## src/rtl/red_pitaya_freq_meter.sv

```systemverilog
// Gated frequency meter and lock monitor for an asynchronous reference clock.
// Latency: count_o/valid_o 1 cycle after gate end, locked_o/lost_o 2 cycles; no backpressure.
// Backpressure: none, results are produced every gate regardless of the consumer.
module red_pitaya_freq_meter #(
    parameter int GATE_CYCLES = 1000000,
    parameter int CNT_W       = 32,
    parameter int LOCK_GATES  = 3
) (
    input  logic             clk,
    input  logic             rst,
    input  logic             ext_clk_i,
    input  logic [CNT_W-1:0] expected_i,
    input  logic [CNT_W-1:0] tol_i,
    output logic [CNT_W-1:0] count_o,
    output logic             valid_o,
    output logic             locked_o,
    output logic             lost_o,
    output logic             missing_o
);

    localparam int G_W    = $clog2(GATE_CYCLES);
    localparam int GOOD_W = $clog2(LOCK_GATES + 1);

    typedef enum logic [1:0] {
        ST_UNLOCKED = 2'd0,
        ST_ACQUIRE  = 2'd1,
        ST_LOCKED   = 2'd2
    } st_t;

    logic              s1_q, s2_q, s3_q;
    logic [G_W-1:0]    g_q, g_d;
    logic [CNT_W-1:0]  e_q, e_d, e_next;
    logic [CNT_W-1:0]  count_q, count_d;
    logic              valid_q, valid_d;
    logic              missing_q, missing_d;
    logic              lost_q, lost_d;
    logic [GOOD_W-1:0] good_q, good_d;
    st_t               st_q, st_d;

    logic             rise;
    logic             term;
    logic [CNT_W-1:0] diff;
    logic             inrange;
    logic             last_good;

    assign rise = s2_q & ~s3_q;
    assign term = (g_q == G_W'(GATE_CYCLES - 1));

    // Absolute difference as max minus min, so it can never overflow.
    assign diff    = (count_q >= expected_i) ? (count_q - expected_i) : (expected_i - count_q);
    assign inrange = (diff <= tol_i);
    assign last_good = ((32'(good_q) + 32'd1) == 32'(LOCK_GATES));

    always_comb begin
        g_d       = term ? '0 : g_q + G_W'(1);
        e_next    = (rise && (e_q != '1)) ? e_q + CNT_W'(1) : e_q;
        e_d       = e_next;
        count_d   = count_q;
        missing_d = missing_q;
        valid_d   = term;
        // A rise in the terminal cycle is folded into the closing gate.
        if (term) begin
            e_d       = '0;
            count_d   = e_next;
            missing_d = (e_next == '0);
        end
    end

    always_comb begin
        st_d   = st_q;
        good_d = good_q;
        lost_d = 1'b0;
        if (valid_q) begin
            unique case (st_q)
                ST_UNLOCKED: begin
                    if (inrange) begin
                        if (LOCK_GATES == 1) begin
                            st_d = ST_LOCKED;
                        end else begin
                            st_d   = ST_ACQUIRE;
                            good_d = GOOD_W'(1);
                        end
                    end
                end
                ST_ACQUIRE: begin
                    if (!inrange) begin
                        st_d   = ST_UNLOCKED;
                        good_d = '0;
                    end else if (last_good) begin
                        st_d = ST_LOCKED;
                    end else begin
                        good_d = good_q + GOOD_W'(1);
                    end
                end
                ST_LOCKED: begin
                    if (!inrange) begin
                        st_d   = ST_UNLOCKED;
                        good_d = '0;
                        lost_d = 1'b1;
                    end
                end
                default: begin
                    st_d   = ST_UNLOCKED;
                    good_d = '0;
                end
            endcase
        end
    end

    always_ff @(posedge clk) begin
        if (rst) begin
            s1_q      <= 1'b0;
            s2_q      <= 1'b0;
            s3_q      <= 1'b0;
            g_q       <= '0;
            e_q       <= '0;
            count_q   <= '0;
            valid_q   <= 1'b0;
            missing_q <= 1'b0;
            lost_q    <= 1'b0;
            good_q    <= '0;
            st_q      <= ST_UNLOCKED;
        end else begin
            s1_q      <= ext_clk_i;
            s2_q      <= s1_q;
            s3_q      <= s2_q;
            g_q       <= g_d;
            e_q       <= e_d;
            count_q   <= count_d;
            valid_q   <= valid_d;
            missing_q <= missing_d;
            lost_q    <= lost_d;
            good_q    <= good_d;
            st_q      <= st_d;
        end
    end

    assign count_o   = count_q;
    assign valid_o   = valid_q;
    assign missing_o = missing_q;
    assign lost_o    = lost_q;
    assign locked_o  = (st_q == ST_LOCKED);

endmodule

```

## config.mk

```make
export PLATFORM = sky130hd
export DESIGN_NAME = red_pitaya_freq_meter
export DESIGN_NICKNAME = d
export VERILOG_FILES = /design/src/rtl/red_pitaya_freq_meter.sv
export SDC_FILE = /design/constraint.sdc
export NUM_CORES = 1
export LEC_CHECK = 0
export BUFFER_PORTS_ARGS = -buffer_cell sky130_fd_sc_hd__buf_4
export CAP_MARGIN = 15
export CORE_MARGIN = 3
export CORE_UTILIZATION = 65
export DETAILED_ROUTE_END_ITERATION = 10
export MAX_ROUTING_LAYER = met4
export PLACE_DENSITY = 0.92
export RECOVER_POWER = 100
export SYNTH_ARGS = -nofsm -noshare
export SYNTH_HDL_FRONTEND = slang
export SYNTH_SLANG_ARGS = --single-unit
```

## constraint.sdc

```tcl
create_clock -name clk -period 12.3 [get_ports clk]
set_input_delay 2.46 -clock clk [delete_from_list [all_inputs] [get_ports clk]]
set_output_delay 2.46 -clock clk [all_outputs]
set_load 0.005 [all_outputs]
```

---- Word-level counts from Yosys, hierarchy flattened ----
Cells that the tools add are included.
word-level totals
  flip-flop bits (word level) ............. 94
  latch bits .............................. 0
  RAM bits ................................ 0
  memory bits (read-only) ................. 0
  output and inout bits ................... 36
  memories kept ........................... 0
operators by class
  add/sub/neg operators ................... 6
  multipliers ............................. 0
  divide/modulo/power cells ............... 0
  order comparisons ....................... 2
  eq/ne operators ......................... 9
  shift-type cells ........................ 0
  muxes and demuxes ....................... 11
  bitwise gates (word level) .............. 4
  reduce and logical (&&, ||, !) cells .... 7
operators with widths
  cell                     count
  $mux W32                 2
  $sub A32 B32 Y32         2
  $add A32 B1 Y32 const B  1
  $ge A32 B32 Y1           1
  $le A32 B32 Y1           1
  $logic_not A32 Y1        1
  $ne A32 B32 Y1 const B   1
  $add A20 B1 Y20 const B  1
  $eq A20 B20 Y1 const B   1
  $mux W2                  6
  $pmux W2 S3              2
  $reduce_and A4 Y1        2
  $ne A3 B3 Y1 const B     2
  $ne A2 B2 Y1 const B     2
  $add A2 B1 Y3 const B    1
  $eq A3 B2 Y1 const B     1
  $not A1 Y1               3
  $reduce_or A3 Y1         1
  $add A2 B1 Y2 const B    1
  $eq A2 B1 Y1 const B     1
  $eq A2 B2 Y1 const B     1
  $logic_not A2 Y1         1
  $reduce_or A2 Y1         1
  $and A1 B1 Y1            1
  2 further kinds          2

---- Longest topological paths before layout ----
  depth after elaboration ................. 5
  mapped depth ............................ 23

---- Worst setup path before layout ----
Ideal clock, no wire load.
  path kind ............................... in2reg
  start point ............................. in expected_i[27]
  end point ............................... reg st_q[1]
  setup time .............................. 0.071 ns
  arrival time ............................ 6.822 ns
  data required time ...................... 12.229 ns
  path slack .............................. 5.407 ns
  cell stages on the path ................. 21
  path buffers ............................ 2
  cells stage by stage .................... inv_1 > ha_1 > buf_2 > a21oi_1 > o21a_1 > o22ai_1 > or4_1 > o21ai_2 > clkbuf_1 > o211ai_1 > o41ai_1 > xnor2_1 > ha_1 > nand4_1 > or4_1 > o31ai_1 > o22ai_1 > a21oi_1 > nor2b_1 > nand4_1 > a21oi_1
between the ends
  longest elaborated chain between the ends .. 5
  elaborated cells on any way between the ends .. 11
  those cells by class .................... add/sub (2); order compare (2); eq/ne (3); mux (3); reduce/logical (1)
ends and longest elaborated chain
  what                                                                      RTL line  source
  start: declaration                                                        12        input logic [CNT_W-1:0] expected_i,
  $sub A32 B32 Y32 / $ge A32 B32 Y1 (equally long branches)                 50        assign diff = (count_q >= expected_i) ? (count_q - expected_i) : (expected_i - count_q);
  $mux W32 *                                                                50
  $le A32 B32 Y1 *                                                          51        assign inrange = (diff <= tol_i);
  $ne A3 B3 Y1 (no source line), or another cell as far along               n/a
  $reduce_and A4 Y1 (no source line) / $pmux W2 S3 (equally long branches)  n/a
  end signal: assignment                                                    134       st_q <= st_d;
  end: declaration                                                          38        st_t st_q, st_d;
Mark *: on every way between the ends. The rest lies on a longest branch, timed or not.
A chain may end at the register's enable or synchronous reset.

---- Worst setup path after layout ----
  start point ............................. in expected_i[13]
  end point ............................... reg st_q[1]
Same word-level chain as after synthesis.

==> results.py <==
metrics = {
    "timing": {
        "tns_ns": 0,
        "worst_pin_slew_ns": 2.643,
        "skew_ns": 0.01027,
        "setup_viol": 0,
        "rsz0062_at_grt": "no",
        "period_needed_ns": 7.831,
        "slew_viol_final": 93,
        "fin_ws_ns": 4.469,
        "fin_hold_ws_ns": 0.4689,
        "finalCritPeriodShare": 0.6367,
        "timing.final.hold_violations": 0,
        "max_freq_mhz": 127.7,
        "relSlewSlack": -0.7622,
    },
    "clock_network": {
        "cts_tree": "yes",
        "cts_sinks": 94,
        "clock_tree.root_cell": "clkbuf_16",
        "cts_max_level": 3,
        "post-cts-setup-buffers": 0,
        "cts_buffer_depth": 2,
        "clock_latency_ns": 0.35,
        "postCtsHoldBufs": 0,
        "numCtsBuffers": 9,
        "path_clk_slew_ns": 0.06,
        "cts_resized": 0,
    },
    "synth": {
        "syn_inst": 1127,
        "synth_nets": 1294,
        "synth_edf_count": 0,
        "synth_seq_cells": 94,
        "synth_area_per_cell_sq_um": 7.518,
        "yosys_warnings": 0,
        "ys.flop_type": "dfxtp_1",
        "mappedNetlistArea_sq_um": 8473,
        "ys_seq_area_frac": 0.2221,
        "yosysUniqueCellTypes": 73,
        "synth_async_sr_flop_share": 0,
    },
    "power_and_ir_drop": {
        "switchingPower_uw": 198.8,
        "p_int_uw": 567.9,
        "power_density_nw_per_um2": 79.70,
        "p_clk_frac": 0.409,
        "leakage_nw": 4.252,
        "comb_power_share": 0.190,
        "p_sw_frac": 0.2593,
        "power_uw": 766.7,
        "p_seq_frac": 0.401,
        "irDropWorstVdd_mv": 0.1199,
    },
    "die": {
        "die_w_um": 120.2,
        "die_h_um": 120.2,
        "die_area_sq_um": 14440,
        "start_util": 0.6687,
        "num_rows": 41,
        "boundaryPins": 103,
        "core-area_sq_um": 12670,
    },
    "global_route": {
        "grt-ovfl-total": 0,
        "grt_pass1_wl_um": 38070,
        "grt_max_degree": 55,
        "track_usage": 0.3267,
        "grt_pass1_vias": 7854,
        "antenna_found_initial": 0,
    },
    "worst_hold_path": {
        "hold_start": "s1_q",
        "holdPathEnd": "s2_q",
        "hold_class": "reg2reg",
        "min_path_cells": 1,
    },
    "setup_path": {
        "cp.required_ns": 12.54,
        "reg2reg_from": "count_o[13]",
        "crit_slowest_cell": "or4_1",
        "critPathMaxStageDelay_ns": 0.59,
        "path_max_fanout": 13,
        "critPathCaptureType": "flop",
        "critical_path.most_common_cell": "nand4_1",
        "critPathKind": "in2reg",
        "critPathBufInv": 2,
        "worstPathArrival_ns": 8.08,
        "crit_family": "compound AO/OA/AOI/OAI gates",
        "crit_chain": "clkbuf_1 > inv_1 > ha_1 > nand4_1 > or2_2 > o31ai_1 > o21a_1 > mux2_2 > o211ai_1 > xnor2_1 > ha_1 > nand4_1 > or4_1 > nor3_1 > o22ai_1 > a21oi_1 > nor2b_1 > nand4_1 > a21oi_1",
        "rr_endpoint": "st_q[1]",
        "r2r_slack_ns": 6.34,
        "worst_setup_path_start_kind": "primary input",
        "ff2ff_path_depth": 17,
    },
    "place": {
        "port-buffer-count": 102,
        "dp_cells": 1355,
        "dpl-instance-area_sq_um": 9290,
        "post-place-ws_ns": 4.371,
        "dpl.hpwl_um": 17870,
        "place.gp.congestion": 1.034,
    },
    "drt": {
        "routedWlPerCell_um": 16.91,
        "vias": 8414,
        "drt_iter0_markers": 798,
        "detail_route.wirelength_um": 23180,
        "antenna_left": 0,
        "firstDrtPassIters": 8,
        "drc": 0,
        "viasPerCell": 6.137,
    },
    "outcome": {
        "status": "finished, violations left",
        "violations": "max-capacitance violations, max-slew violations",
    },
    "cells_and_area": {
        "final_util": 0.7593,
        "area_growth_pct": 13.54,
        "diodes": 0,
        "nNetsFinal": 1361,
        "fin_area_sq_um": 9620,
        "drive_gt1_frac": 0.1201,
        "final_cells": 1371,
    },
    "run": {
        "timing.max_cap.violations": 2,
    },
}
-- layout make-up --
class,count,area [sq um]
clock buffer,10,229.0
clock inverter,6,108.9
fill,985,3050
inverter,114,427.9
multi-input combinational,870,5977
sequential,94,1882
tap,172,215.2
timing repair buffer,105,780.7
-- flip-flops by register name, summed over array words and instances, names as in the netlist --
| name | count |
|---|---|
| count_o | 32 |
| e_q | 32 |
| g_q | 20 |
| good_q | 2 |
| st_q | 2 |
| lost_o | 1 |
| missing_o | 1 |
| s1_q | 1 |
| s2_q | 1 |
| s3_q | 1 |
| valid_o | 1 |
-- power by group through the flow --
stage               combinational (mW)  clock (mW)  sequential [mW]
detailed placement               0.143           0            0.314
floorplan                       0.0986           0            0.314
CTS                              0.144       0.315            0.307
finish                           0.146       0.314            0.307
global placement                 0.140           0            0.314
global route                     0.163       0.329            0.307
-- how the worst max path moves through the flow --
stage / startpoint / endpoint / cells past startpoint
2_1_floorplan: expected_i[27] / st_q[1] / 21
3_3_place_gp: expected_i[17] / st_q[1] / 19
3_5_place_dp: expected_i[13] / st_q[1] / 19
4_1_cts: expected_i[13] / st_q[1] / 19
5_1_grt: expected_i[13] / st_q[1] / 19
6_report: expected_i[13] / st_q[1] / 19
-- placed cells by master (no fill, tap or decap), types with 6 or more instances in the layout --
cell         n
clkbuf_16    9
nor2b_1     14
nand2_1     74
or2_2        8
o21ai_0     48
nand4_1     34
xnor2_1     39
ha_1        98
dfxtp_1     94
nor3_1      15
and3_1      16
buf_4       67
or3_1        6
o211ai_1    14
o31ai_1      6
inv_1      114
xor2_1      39
nand3_1     37
nor2_1     123
a211oi_1    36
a21o_1      34
mux2i_1     13
a21oi_1     83
clkbuf_4    36
a31oi_1     11
o21a_1      10
and4_1       6
and2_1      11
-- kinds of logic (layout without fill, tap and decap cells) --
group                      Yosys count  after routing  synth area share
and+or+nand+nor                    388            388            0.2335
adders and majority gates          100            100            0.1494
muxes                               17             17           0.02067
xor gates and xnor gates            78             78           0.08063
AOI/OAI and AO/OA                  287            287            0.2202
buffers and inverters              163            235           0.07354
DFF                                 94             94            0.2221
-- worst register-to-register path: stages, from the launching register on --
cell	delay, ns
dfxtp_1	0.38
ha_1	0.52
nand4_1	0.29
or2_2	0.37
o31ai_1	0.56
o21a_1	0.51
mux2_2	0.38
o211ai_1	0.18
xnor2_1	0.12
ha_1	0.31
nand4_1	0.12
or4_1	0.59
nor3_1	0.28
o22ai_1	0.12
a21oi_1	0.56
nor2b_1	0.30
nand4_1	0.12
a21oi_1	0.16
-- cells in the mapped netlist (13+ instances only) --
master      n  area [sq um]
a211oi_1   36         270.3
mux2i_1    13         130.1
a21o_1     34         255.2
a21oi_1    83         415.4
o211ai_1   14         105.1
nand4_1    34         212.7
clkbuf_1   38         142.6
ha_1       98          1226
xnor2_1    39         341.6
nor2b_1    14         87.58
xor2_1     39         341.6
nor2_1    123         461.7
nor3_1     15         75.07
and3_1     16         100.1
o21ai_0    47         235.2
nand2_1    74         277.8
inv_1     114         427.9
and2_1     14         87.58
dfxtp_1    94          1882
nand3_1    37         185.2
-- layer usage --
| layer | track usage | vias to the layer above | routed length [um] |
|---|---|---|---|
| li1 | - | 4111 | - |
| met2 | 0.5276 | 367 | 10720 |
| met5 | - | - | 0 |
| met1 | 0.4300 | 3875 | 10240 |
| met4 | 0.1052 | 0 | 639 |
| met3 | 0.03929 | 61 | 1577 |
Power figures use the tool's default switching activity.
